$ cat src/rtl/calc_defs.sv
// -----------------------------------------------------------------------------
// calc_defs
// Shared definitions for the calculator display back end:
//   - state_t     : conversion FSM encoding (IDLE, CONV, SHOW)
//   - SEG_*       : active-low seven-segment codes, bit order {g,f,e,d,c,b,a}
//   - SEG_BLANK   : all segments off
//   - DIG_*       : scan digit-index values
//   - add3()      : double-dabble nibble correction
// No ports; this is a package.
// -----------------------------------------------------------------------------
package calc_defs;

    typedef enum logic [1:0] {
        ST_IDLE = 2'd0,
        ST_CONV = 2'd1,
        ST_SHOW = 2'd2
    } state_t;

    // Number of shift steps needed to convert an 8-bit value.
    localparam int unsigned CONV_STEPS = 8;

    localparam logic [6:0] SEG_BLANK = 7'b1111111;
    localparam logic [6:0] SEG_0     = 7'b1000000;
    localparam logic [6:0] SEG_1     = 7'b1111001;
    localparam logic [6:0] SEG_2     = 7'b0100100;
    localparam logic [6:0] SEG_3     = 7'b0110000;
    localparam logic [6:0] SEG_4     = 7'b0011001;
    localparam logic [6:0] SEG_5     = 7'b0010010;
    localparam logic [6:0] SEG_6     = 7'b0000010;
    localparam logic [6:0] SEG_7     = 7'b1111000;
    localparam logic [6:0] SEG_8     = 7'b0000000;
    localparam logic [6:0] SEG_9     = 7'b0010000;

    localparam logic [1:0] DIG_ONES     = 2'd0;
    localparam logic [1:0] DIG_TENS     = 2'd1;
    localparam logic [1:0] DIG_HUNDREDS = 2'd2;
    localparam logic [1:0] DIG_UNUSED   = 2'd3;

    // A nibble of 5 or more would exceed 9 after the next doubling,
    // so it is pre-corrected by +3.
    function automatic logic [3:0] add3(input logic [3:0] nibble);
        return (nibble >= 4'd5) ? (nibble + 4'd3) : nibble;
    endfunction

endpackage

$ cat src/rtl/seg7_decode.sv
// -----------------------------------------------------------------------------
// seg7_decode
// Combinational BCD to active-low seven-segment decoder.
// Ports:
//   digit  in  4  BCD digit 0..9
//   blank  in  1  force all segments off
//   seg    out 7  segments {g,f,e,d,c,b,a}, active-low
// Codes above 9 cannot reach this decoder; they decode as blank.
// -----------------------------------------------------------------------------
module seg7_decode
    import calc_defs::*;
(
    input  logic [3:0] digit,
    input  logic       blank,
    output logic [6:0] seg
);

    always_comb begin
        seg = SEG_BLANK;
        if (!blank) begin
            case (digit)
                4'd0:    seg = SEG_0;
                4'd1:    seg = SEG_1;
                4'd2:    seg = SEG_2;
                4'd3:    seg = SEG_3;
                4'd4:    seg = SEG_4;
                4'd5:    seg = SEG_5;
                4'd6:    seg = SEG_6;
                4'd7:    seg = SEG_7;
                4'd8:    seg = SEG_8;
                4'd9:    seg = SEG_9;
                default: seg = SEG_BLANK;
            endcase
        end
    end

endmodule

$ cat src/rtl/result_display.sv
// -----------------------------------------------------------------------------
// result_display
// Converts an 8-bit unsigned result to three BCD digits (double dabble, one
// bit per clock) and drives a 4-digit multiplexed active-low seven-segment
// display with leading-zero blanking.
// Ports:
//   clk     in  1  system clock, rising edge
//   rst     in  1  asynchronous active-high reset
//   result  in  8  value to convert, sampled when load is accepted
//   load    in  1  conversion request
//   busy    out 1  conversion in progress
//   done    out 1  one-cycle pulse when new digits are committed
//   an      out 4  digit anodes, active-low (0=ones,1=tens,2=hundreds,3 unused)
//   seg     out 7  segments {g,f,e,d,c,b,a}, active-low
//
// Handshake: a request is taken on any rising edge where load=1 and busy=0.
// busy is high for the 8 conversion clocks that follow; a load seen while
// busy=1 is dropped, not queued. done pulses for the cycle after the final
// step and a new load may be accepted in that same cycle.
// -----------------------------------------------------------------------------
module result_display
    import calc_defs::*;
#(
    parameter int REFRESH_BITS = 18
) (
    input  logic       clk,
    input  logic       rst,
    input  logic [7:0] result,
    input  logic       load,
    output logic       busy,
    output logic       done,
    output logic [3:0] an,
    output logic [6:0] seg
);

    // ---------------------------------------------------------------------
    // Conversion FSM
    // ---------------------------------------------------------------------
    state_t state;
    state_t state_next;

    logic [2:0]  step;
    logic [7:0]  shift_reg;
    logic [11:0] bcd;
    logic        accept;
    logic        last_step;

    always_ff @(posedge clk or posedge rst) begin
        if (rst) begin
            state <= ST_IDLE;
        end else begin
            state <= state_next;
        end
    end

    always_comb begin
        state_next = state;
        busy       = 1'b0;
        accept     = 1'b0;
        last_step  = 1'b0;
        case (state)
            ST_IDLE, ST_SHOW: begin
                if (load) begin
                    accept     = 1'b1;
                    state_next = ST_CONV;
                end
            end
            ST_CONV: begin
                busy = 1'b1;
                if (step == 3'(CONV_STEPS - 1)) begin
                    last_step  = 1'b1;
                    state_next = ST_SHOW;
                end
            end
            default: state_next = ST_IDLE;
        endcase
    end

    // ---------------------------------------------------------------------
    // Double-dabble datapath
    // ---------------------------------------------------------------------
    logic [11:0] bcd_adj;
    logic [19:0] dd_next;

    always_comb begin
        bcd_adj = {add3(bcd[11:8]), add3(bcd[7:4]), add3(bcd[3:0])};
        // Shift the whole {bcd, shift} chain; the top bit falls off and is
        // always zero for 8-bit inputs.
        dd_next = {bcd_adj, shift_reg} << 1;
    end

    logic [3:0] dig_hundreds;
    logic [3:0] dig_tens;
    logic [3:0] dig_ones;
    logic       valid;

    always_ff @(posedge clk or posedge rst) begin
        if (rst) begin
            shift_reg    <= '0;
            bcd          <= '0;
            step         <= '0;
            dig_hundreds <= '0;
            dig_tens     <= '0;
            dig_ones     <= '0;
            valid        <= 1'b0;
            done         <= 1'b0;
        end else begin
            done <= last_step;
            if (accept) begin
                shift_reg <= result;
                bcd       <= '0;
                step      <= '0;
            end else if (busy) begin
                shift_reg <= dd_next[7:0];
                bcd       <= dd_next[19:8];
                step      <= step + 3'd1;
                // Commit the result of this final step directly, so the
                // digits land on the same edge that ends the conversion.
                if (last_step) begin
                    dig_hundreds <= dd_next[19:16];
                    dig_tens     <= dd_next[15:12];
                    dig_ones     <= dd_next[11:8];
                    valid        <= 1'b1;
                end
            end
        end
    end

    // ---------------------------------------------------------------------
    // Display scan: free-running, never stalled by conversion
    // ---------------------------------------------------------------------
    logic [REFRESH_BITS-1:0] cnt;
    logic [1:0]              digit_idx;

    always_ff @(posedge clk or posedge rst) begin
        if (rst) begin
            cnt <= '0;
        end else begin
            cnt <= cnt + {{(REFRESH_BITS-1){1'b0}}, 1'b1};
        end
    end

    assign digit_idx = cnt[REFRESH_BITS-1:REFRESH_BITS-2];

    logic [3:0] mux_digit;
    logic       mux_blank;
    logic [3:0] an_next;
    logic [6:0] seg_next;

    always_comb begin
        mux_digit = 4'd0;
        mux_blank = 1'b1;
        case (digit_idx)
            DIG_ONES: begin
                mux_digit = dig_ones;
                mux_blank = !valid;
            end
            DIG_TENS: begin
                mux_digit = dig_tens;
                mux_blank = !valid || (dig_hundreds == 4'd0 && dig_tens == 4'd0);
            end
            DIG_HUNDREDS: begin
                mux_digit = dig_hundreds;
                mux_blank = !valid || (dig_hundreds == 4'd0);
            end
            DIG_UNUSED: begin
                mux_digit = 4'd0;
                mux_blank = 1'b1;
            end
            default: begin
                mux_digit = 4'd0;
                mux_blank = 1'b1;
            end
        endcase
        an_next = mux_blank ? 4'b1111 : ~(4'b0001 << digit_idx);
    end

    seg7_decode u_decode (
        .digit (mux_digit),
        .blank (mux_blank),
        .seg   (seg_next)
    );

    always_ff @(posedge clk or posedge rst) begin
        if (rst) begin
            an  <= 4'b1111;
            seg <= SEG_BLANK;
        end else begin
            an  <= an_next;
            seg <= seg_next;
        end
    end

endmodule

$ cat config.mk
export PLATFORM = sky130hd
export DESIGN_NAME = result_display
export DESIGN_NICKNAME = d
export VERILOG_FILES = /design/src/rtl/calc_defs.sv /design/src/rtl/seg7_decode.sv /design/src/rtl/result_display.sv
export SDC_FILE = /design/constraint.sdc
export NUM_CORES = 1
export LEC_CHECK = 0
export BUFFER_PORTS_ARGS = -buffer_cell sky130_fd_sc_hd__buf_4
export CORE_UTILIZATION = 59
export CTS_CLUSTER_DIAMETER = 80
export DETAILED_ROUTE_END_ITERATION = 6
export PLACE_DENSITY = 0.8
export SKIP_LAST_GASP = 1
export SLEW_MARGIN = 20
export SYNTH_ARGS = -nofsm -noshare
export SYNTH_HDL_FRONTEND = slang
export SYNTH_HIERARCHICAL = 1
export SYNTH_SLANG_ARGS = --single-unit
$ cat constraint.sdc
create_clock -name clk -period 2.8 [get_ports clk]
set_input_delay 0.14 -clock clk [delete_from_list [all_inputs] [get_ports clk]]
set_output_delay 0.14 -clock clk [all_outputs]
set_load 0.005 [all_outputs]
After elaboration in Yosys (flattened, before gate mapping)
Memories as Yosys holds them, arrays and structs flattened.
Cells that the tools add are included.
{"block": "word_totals", "mem_bits_rw": 0, "inputBits": 11, "mem_bits_ro": 112, "wordCells": 65, "out_inout_bits": 13, "reg_bits": 68, "latchBits": 0, "n_memories": 1}
{"block": "classes", "shift": 1, "n_mul": 0, "div_mod_pow": 0, "bitwise": 2, "reduce_logical": 12, "n_addsub": 5, "n_mux": 21, "magnitude_cmp": 3, "eq_ne": 8}
{"name": "(no name shown)", "words": 16, "width": 7, "rd": 1, "rd_ports_with_merged_regs": 0, "wr": 0, "line": "seg7_decode.sv:21", "rtl": "case (digit)"}
{"cell": "two-way mux 12 bit", "count": 2}
{"cell": "adder 18 x 1 -> 18 bit (second input constant)", "count": 1}
{"cell": "two-way mux 8 bit", "count": 2}
{"cell": "one-hot mux 4 bit (4 select lines)", "count": 1}
{"cell": ">= comparator 4 x 3 -> 1 bit (second input constant)", "count": 3}
{"cell": "two-way mux 4 bit", "count": 3}
{"cell": "two-way mux 3 bit", "count": 3}
{"cell": "adder 4 x 2 -> 4 bit (second input constant)", "count": 2}
{"cell": "zero test 4 bit", "count": 2}
{"cell": "two-way mux 7 bit", "count": 1}
{"cell": "== test 2 bit (second input constant)", "count": 3}
{"cell": "two-way mux 1 bit", "count": 5}
{"cell": "== test 2 x 1 -> 1 bit (second input constant)", "count": 2}
{"cell": "zero test 2 bit", "count": 2}
{"cell": "two-way mux 2 bit", "count": 2}
{"cell": "!= test 2 bit (second input constant)", "count": 2}
{"cell": "NOT 4 bit", "count": 1}
{"cell": "one-hot mux 1 bit (4 select lines)", "count": 1}
{"cell": "one-hot mux 2 bit (2 select lines)", "count": 1}
{"cell": "left shift 1 x 2 -> 4 bit (first input constant)", "count": 1}
{"cell": "adder 3 x 1 -> 3 bit (second input constant)", "count": 1}
{"cell": "adder 3 x 2 -> 3 bit (second input constant)", "count": 1}
{"cell": "== test 3 bit (second input constant)", "count": 1}
{"cell": "AND reduction 3 bit", "count": 1}
{"cell": "other kinds (7)", "count": 8}

Logic depth before layout (Yosys ltp)
{"block": "logic_depth", "ltp_word": 5, "mapped_depth": 10, "ltp_nobuf": 9}

Cells and area by module
The synthesis kept the hierarchy.
{"mod": "result_display", "instances": 1, "area_per_inst_um2": 3001.6, "cells_per_inst": 279, "seq_area_each_um2": 1715.4}
{"mod": "seg7_decode", "instances": 1, "area_per_inst_um2": 236.5, "cells_per_inst": 33, "seq_area_each_um2": 0.0}

Worst setup path before layout
Ideal clock, no wire load.
{"block": "synth_timing", "kind": "reg2reg", "from": "register cnt[16]", "to": "register seg[3]", "n_path_buf": 1, "setup_ps": 74, "required_ps": 2726, "stages_incl_launch_ff": 9, "slack_ps": 709, "arrival_ps": 2017, "period_less_slack_ps": 2091, "path_cell_list": "dfrtp_1 inv_1 ha_1 clkbuf_1 o21ai_0 inv_1 ha_1 nor3b_2 a21oi_1"}
{"block": "synth_via", "elab_chain_cells": 4, "elab_cells_between_ends": 8, "cone_classes": "3 x eq/ne; 3 x mux; 1 x reduce/logical; 1 x memory"}
{"element": "start, declared", "line": "result_display.sv:132", "rtl": "logic [REFRESH_BITS-1:0] cnt;"}
{"element": "start signal, assigned", "line": "result_display.sv:139", "rtl": "cnt <= cnt + {{(REFRESH_BITS-1){1'b0}}, 1'b1};"}
{"element": "== test 2 bit (tied with other cells)", "line": "result_display.sv:153", "rtl": "case (digit_idx)"}
{"element": "one-hot mux 4 bit (4 select lines) (*)", "line": "result_display.sv:153"}
{"element": "named net mux_digit[1]", "line": "result_display.sv:145", "rtl": "logic [3:0] mux_digit;"}
{"element": "memory read (16 x 7 bit) (*)"}
{"element": "two-way mux 7 bit (*)", "line": "seg7_decode.sv:20", "rtl": "if (!blank) begin"}
{"element": "named net seg_next[3]", "line": "result_display.sv:148", "rtl": "logic [6:0] seg_next;"}
{"element": "end signal, assigned", "line": "result_display.sv:190", "rtl": "seg <= seg_next;"}
{"element": "end, declared", "line": "result_display.sv:33", "rtl": "output logic [6:0] seg"}
The timed path passes the listed nets; every way through them passes the cells marked *.
A chain may end at the register's enable or synchronous reset.

Worst setup path after layout
Same ends and word-level chain as after synthesis.

==> run summary <==
The count of clock tree sinks is 68. Clock tree synthesis selected as its root buffer the cell clkbuf_8. The number of global-route vias before repair came out at 2342. The sequential-to-total area share from yosys stat is 52.98%. The data arrival time of the critical path came out at 2.77 ns. The overall track demand over capacity in global routing is 23.44%.

The total number of placement rows came out at 26. At the pin with the least slew margin, the transition time is 0.7582 ns. met2 is the most crowded layer. The count of antenna diodes in the layout came out at 0.

The final number of max-transition violations is 0. The proportion of synthesized flip-flops having asynchronous set or reset is 100.0%. The critical-path maximum fanout is 6.

The portion of total power attributed to combinational logic came out at 37.4%. The switching power summed over all nets is 1310 uW. By startpoint and endpoint, the worst setup path is classified as register to register. The run finished with clean final reports.

The type of origin of the critical path is a register. The total vias in the final route came out at 2280. Of the post-synthesis cell area, the dominant cell type holds 44.05%. Summed over all nets, the half-perimeter wirelength after detailed placement is 4267 um. The clock buffer count from CTS came out at 9. The post-route cell area came out at 0.003712 sq mm.

The last weighted congestion value of the routability-driven placer is 0.8360. Counting flops and latches in the post-synthesis netlist gives 68. The proportion of total power due to net switching is 35.63%.

The number of antenna violations at the first check in global routing came to 0. The count of fill cells added during filler insertion came out at 386. The number of enable-type register cells in the synthesized netlist is 0. The post-CTS repair timing setup buffer count came out at 0. The path class of the tightest hold or removal check is input port to register. The library cell occupying the most area in the post-synthesis netlist is dfrtp_1.

Ranked by total cell area, the synthesized netlist is headed by dfrtp_1, dfstp_2, ha_1, nand2_1, o21ai_0. The primary flip-flop cell chosen by synthesis mapping is dfrtp_1. The number of distinct library cell variants in the gate-level netlist after synthesis is 36. The synthesized area per cell came out at 10.38 sq um. The number of hold violations in the final report is 0. The most repeated cell in the gate-level netlist after synthesis is dfrtp_1. The share of layout cells above drive strength 1 is 19.09%. In this run the tool buffered the top-level ports with 23 buffer cells. TritonCTS built the clock tree. The cell family contributing the most delay on the critical path is compound AO/OA/AOI/OAI gates. On the worst path, the slowest cell contributes a delay of 0.61 ns.

The clock-pin slew on the worst setup and hold paths came out at 0.07 ns. In this run the static leakage power is 0.001721 uW. The die boundary width is 76.09 um.

The tool flagged a number of max-cap violations equal to 0. Global routing consumed, on the met2 layer, 38.55% of the routing resources. The largest net degree at the start of global routing came out at 30. In the finished design, the share of the clock period the worst path needs comes to 89.77%. The worst clock skew is 0.006092 ns. Clock latency on the worst-skew pair, taken at its later pin, is 0.33 ns. The number of buffers and inverters on the critical path is 2. The internal power of the cells totals 2366 uW. The power density over cell area came out at 990.4 mW/mm^2.

The starting density of the core is 62.21%. The final setup violation count is 0. The die is 76.09 um tall. The total area inside the core boundary comes to 0.005205 sq mm. After the first detailed-routing iteration, the DRC count stood at 125. The final total negative setup slack is 0 ns. The worst setup path is captured at a register. The wire length of the first global-routing pass is 10680 um. For this run, global-route usage on met1 was measured as 30.56%. The H-tree depth came out at 3. The area of the mapped netlist came out at 0.003238 sq mm. The relative contribution of the clock network to total power came out at 20.9%. Gates resized during post-CTS repair numbered 0. The highest clock frequency the design can meet came out at 0.3979 GHz. The post-route minimum period came out at 2.513 ns. After detailed routing, the total wire length is 5988 um. The number of top-level design ports came out at 24.

The number of nets with antenna violations after detailed routing is 0. The number of nets in the layout is 377. Setup repair after global routing left no endpoint under its margin.

The average vias per placed instance came out at 5.416. The worst-case IR drop observed on VDD is 0.5921 mV. The post-detailed-placement cell area came out at 0.003518 sq mm.

The sequential group share of total power came out at 41.7%. The register with the most flip-flops in the layout has 18 of them. The data required time at the worst endpoint came out at 3.05 ns. During synthesis, Yosys emitted a total of 6 warnings. The net count after synthesis is 342. After global routing the overflow that remains totals 0. The fraction of met3 tracks used by global routing is 4.192%. Measured against its own limit, the worst slew margin works out to 48.92%.

The wire length per cell is 14.22 um. The deepest clock path buffer count came out at 2. The iteration count of the initial detailed-routing pass is 4. The final routed DRC violation total came out at 0. The slowest stage of the critical path is the o21ai_0 cell.

Traced cell by cell, the critical path runs through inv_1 > ha_1 > a22oi_1 > o21ai_0 > inv_1 > ha_1 > nor3b_2 > a21oi_1. The area growth from synthesis to layout came out at 14.64%. The die outline area came out at 0.005789 sq mm. The number of hold buffers added after CTS is 1. Ranked by instance count, the synthesized netlist is headed by dfrtp_1, nand2_1, o21ai_0. Synthesis handed over a netlist of 312 instances.
==> layout by cell type, fill, tap and decap left out, types with 2 or more instances in the layout <==
master / instances
clkbuf_8: 10
o21bai_1: 2
nor3b_1: 6
inv_1: 18
a22o_1: 4
o21ai_0: 35
nor4_1: 2
clkbuf_1: 3
nor3_1: 4
nor2b_1: 2
nand3_1: 14
xor2_1: 5
a21oi_1: 15
dfstp_2: 11
ha_1: 19
mux2_2: 4
nand2_1: 48
buf_4: 32
nor2_1: 9
dfrtp_1: 57
xnor2_1: 15
a22oi_1: 11
nand2b_1: 8
==> per-stage QoR <==
| step | total power, uW | worst slack, ns | hold slack [ns] | std cells | utilization (%) |
|---|---|---|---|---|---|
| 2_1_floorplan | 2475 | 0.7090 | 0.2473 | 312 | - |
| 3_3_place_gp | 2825 | 0.6170 | 0.2510 | 405 | 67.60 |
| 4_1_cts | 3692 | 0.3499 | 0.02118 | 421 | 71.32 |
| 3_5_place_dp | 2911 | 0.4018 | 0.2581 | 405 | 67.60 |
| 6_report | 3677 | 0.2865 | 0.01858 | 421 | 71.32 |
| 5_1_grt | 3951 | 0.1174 | 0.01134 | 421 | 71.32 |
==> kinds of logic (layout without fill, tap and decap cells) <==
| kind of cell | after synthesis | in the layout | synth area share (%) |
|---|---|---|---|
| buffers and inverters | 28 | 67 | 3.671 |
| and+or+nand+nor | 102 | 102 | 16.54 |
| adders and majority gates | 19 | 19 | 7.342 |
| DFF | 68 | 68 | 52.98 |
| xor gates and xnor gates | 20 | 20 | 5.410 |
| AOI/OAI and AO/OA | 71 | 71 | 12.67 |
| muxes | 4 | 4 | 1.391 |
==> worst paths after layout <==
check                      slack [ns]           end  cells past startpoint  startpoint
setup / recovery                 0.29        seg[3]                      8     cnt[16]
hold / removal                   0.02      state[1]                      2        load
setup reg to reg                 0.29        seg[3]                      8     cnt[16]
hold reg to reg                  0.48        cnt[0]                      1      cnt[0]
max in group asynchronous        1.62        seg[3]                      4         rst
min in group asynchronous        0.43  shift_reg[6]                      3         rst
==> layout make-up <==
cell class | instances | area [sq um] | area share [%]
Clock buffer | 13 | 148.9 | 4.011
Clock inverter | 2 | 35.03 | 0.9437
Inverter | 19 | 71.32 | 1.921
Multi-Input combinational cell | 216 | 1404 | 37.82
Sequential cell | 68 | 1715 | 46.21
Tap cell | 70 | 87.58 | 2.359
Timing Repair Buffer | 33 | 250.2 | 6.741
==> per-layer routing <==
metal	wire [um]	vias to the layer above	part of all wire, %
li1	-	1125	-
met1	2780	1107	46
met2	2973	40	50
met3	148	8	2.5
met4	86	0	1.4
met5	0	-	0
==> power groups by stage <==
stage / clock [uW] / sequential [uW] / combinational [uW]
2_1_floorplan: 0 / 1490 / 988
3_3_place_gp: 0 / 1530 / 1300
3_5_place_dp: 0 / 1540 / 1370
4_1_cts: 781 / 1530 / 1380
5_1_grt: 827 / 1560 / 1560
6_report: 768 / 1530 / 1380
(Power assumes the default switching activity.)
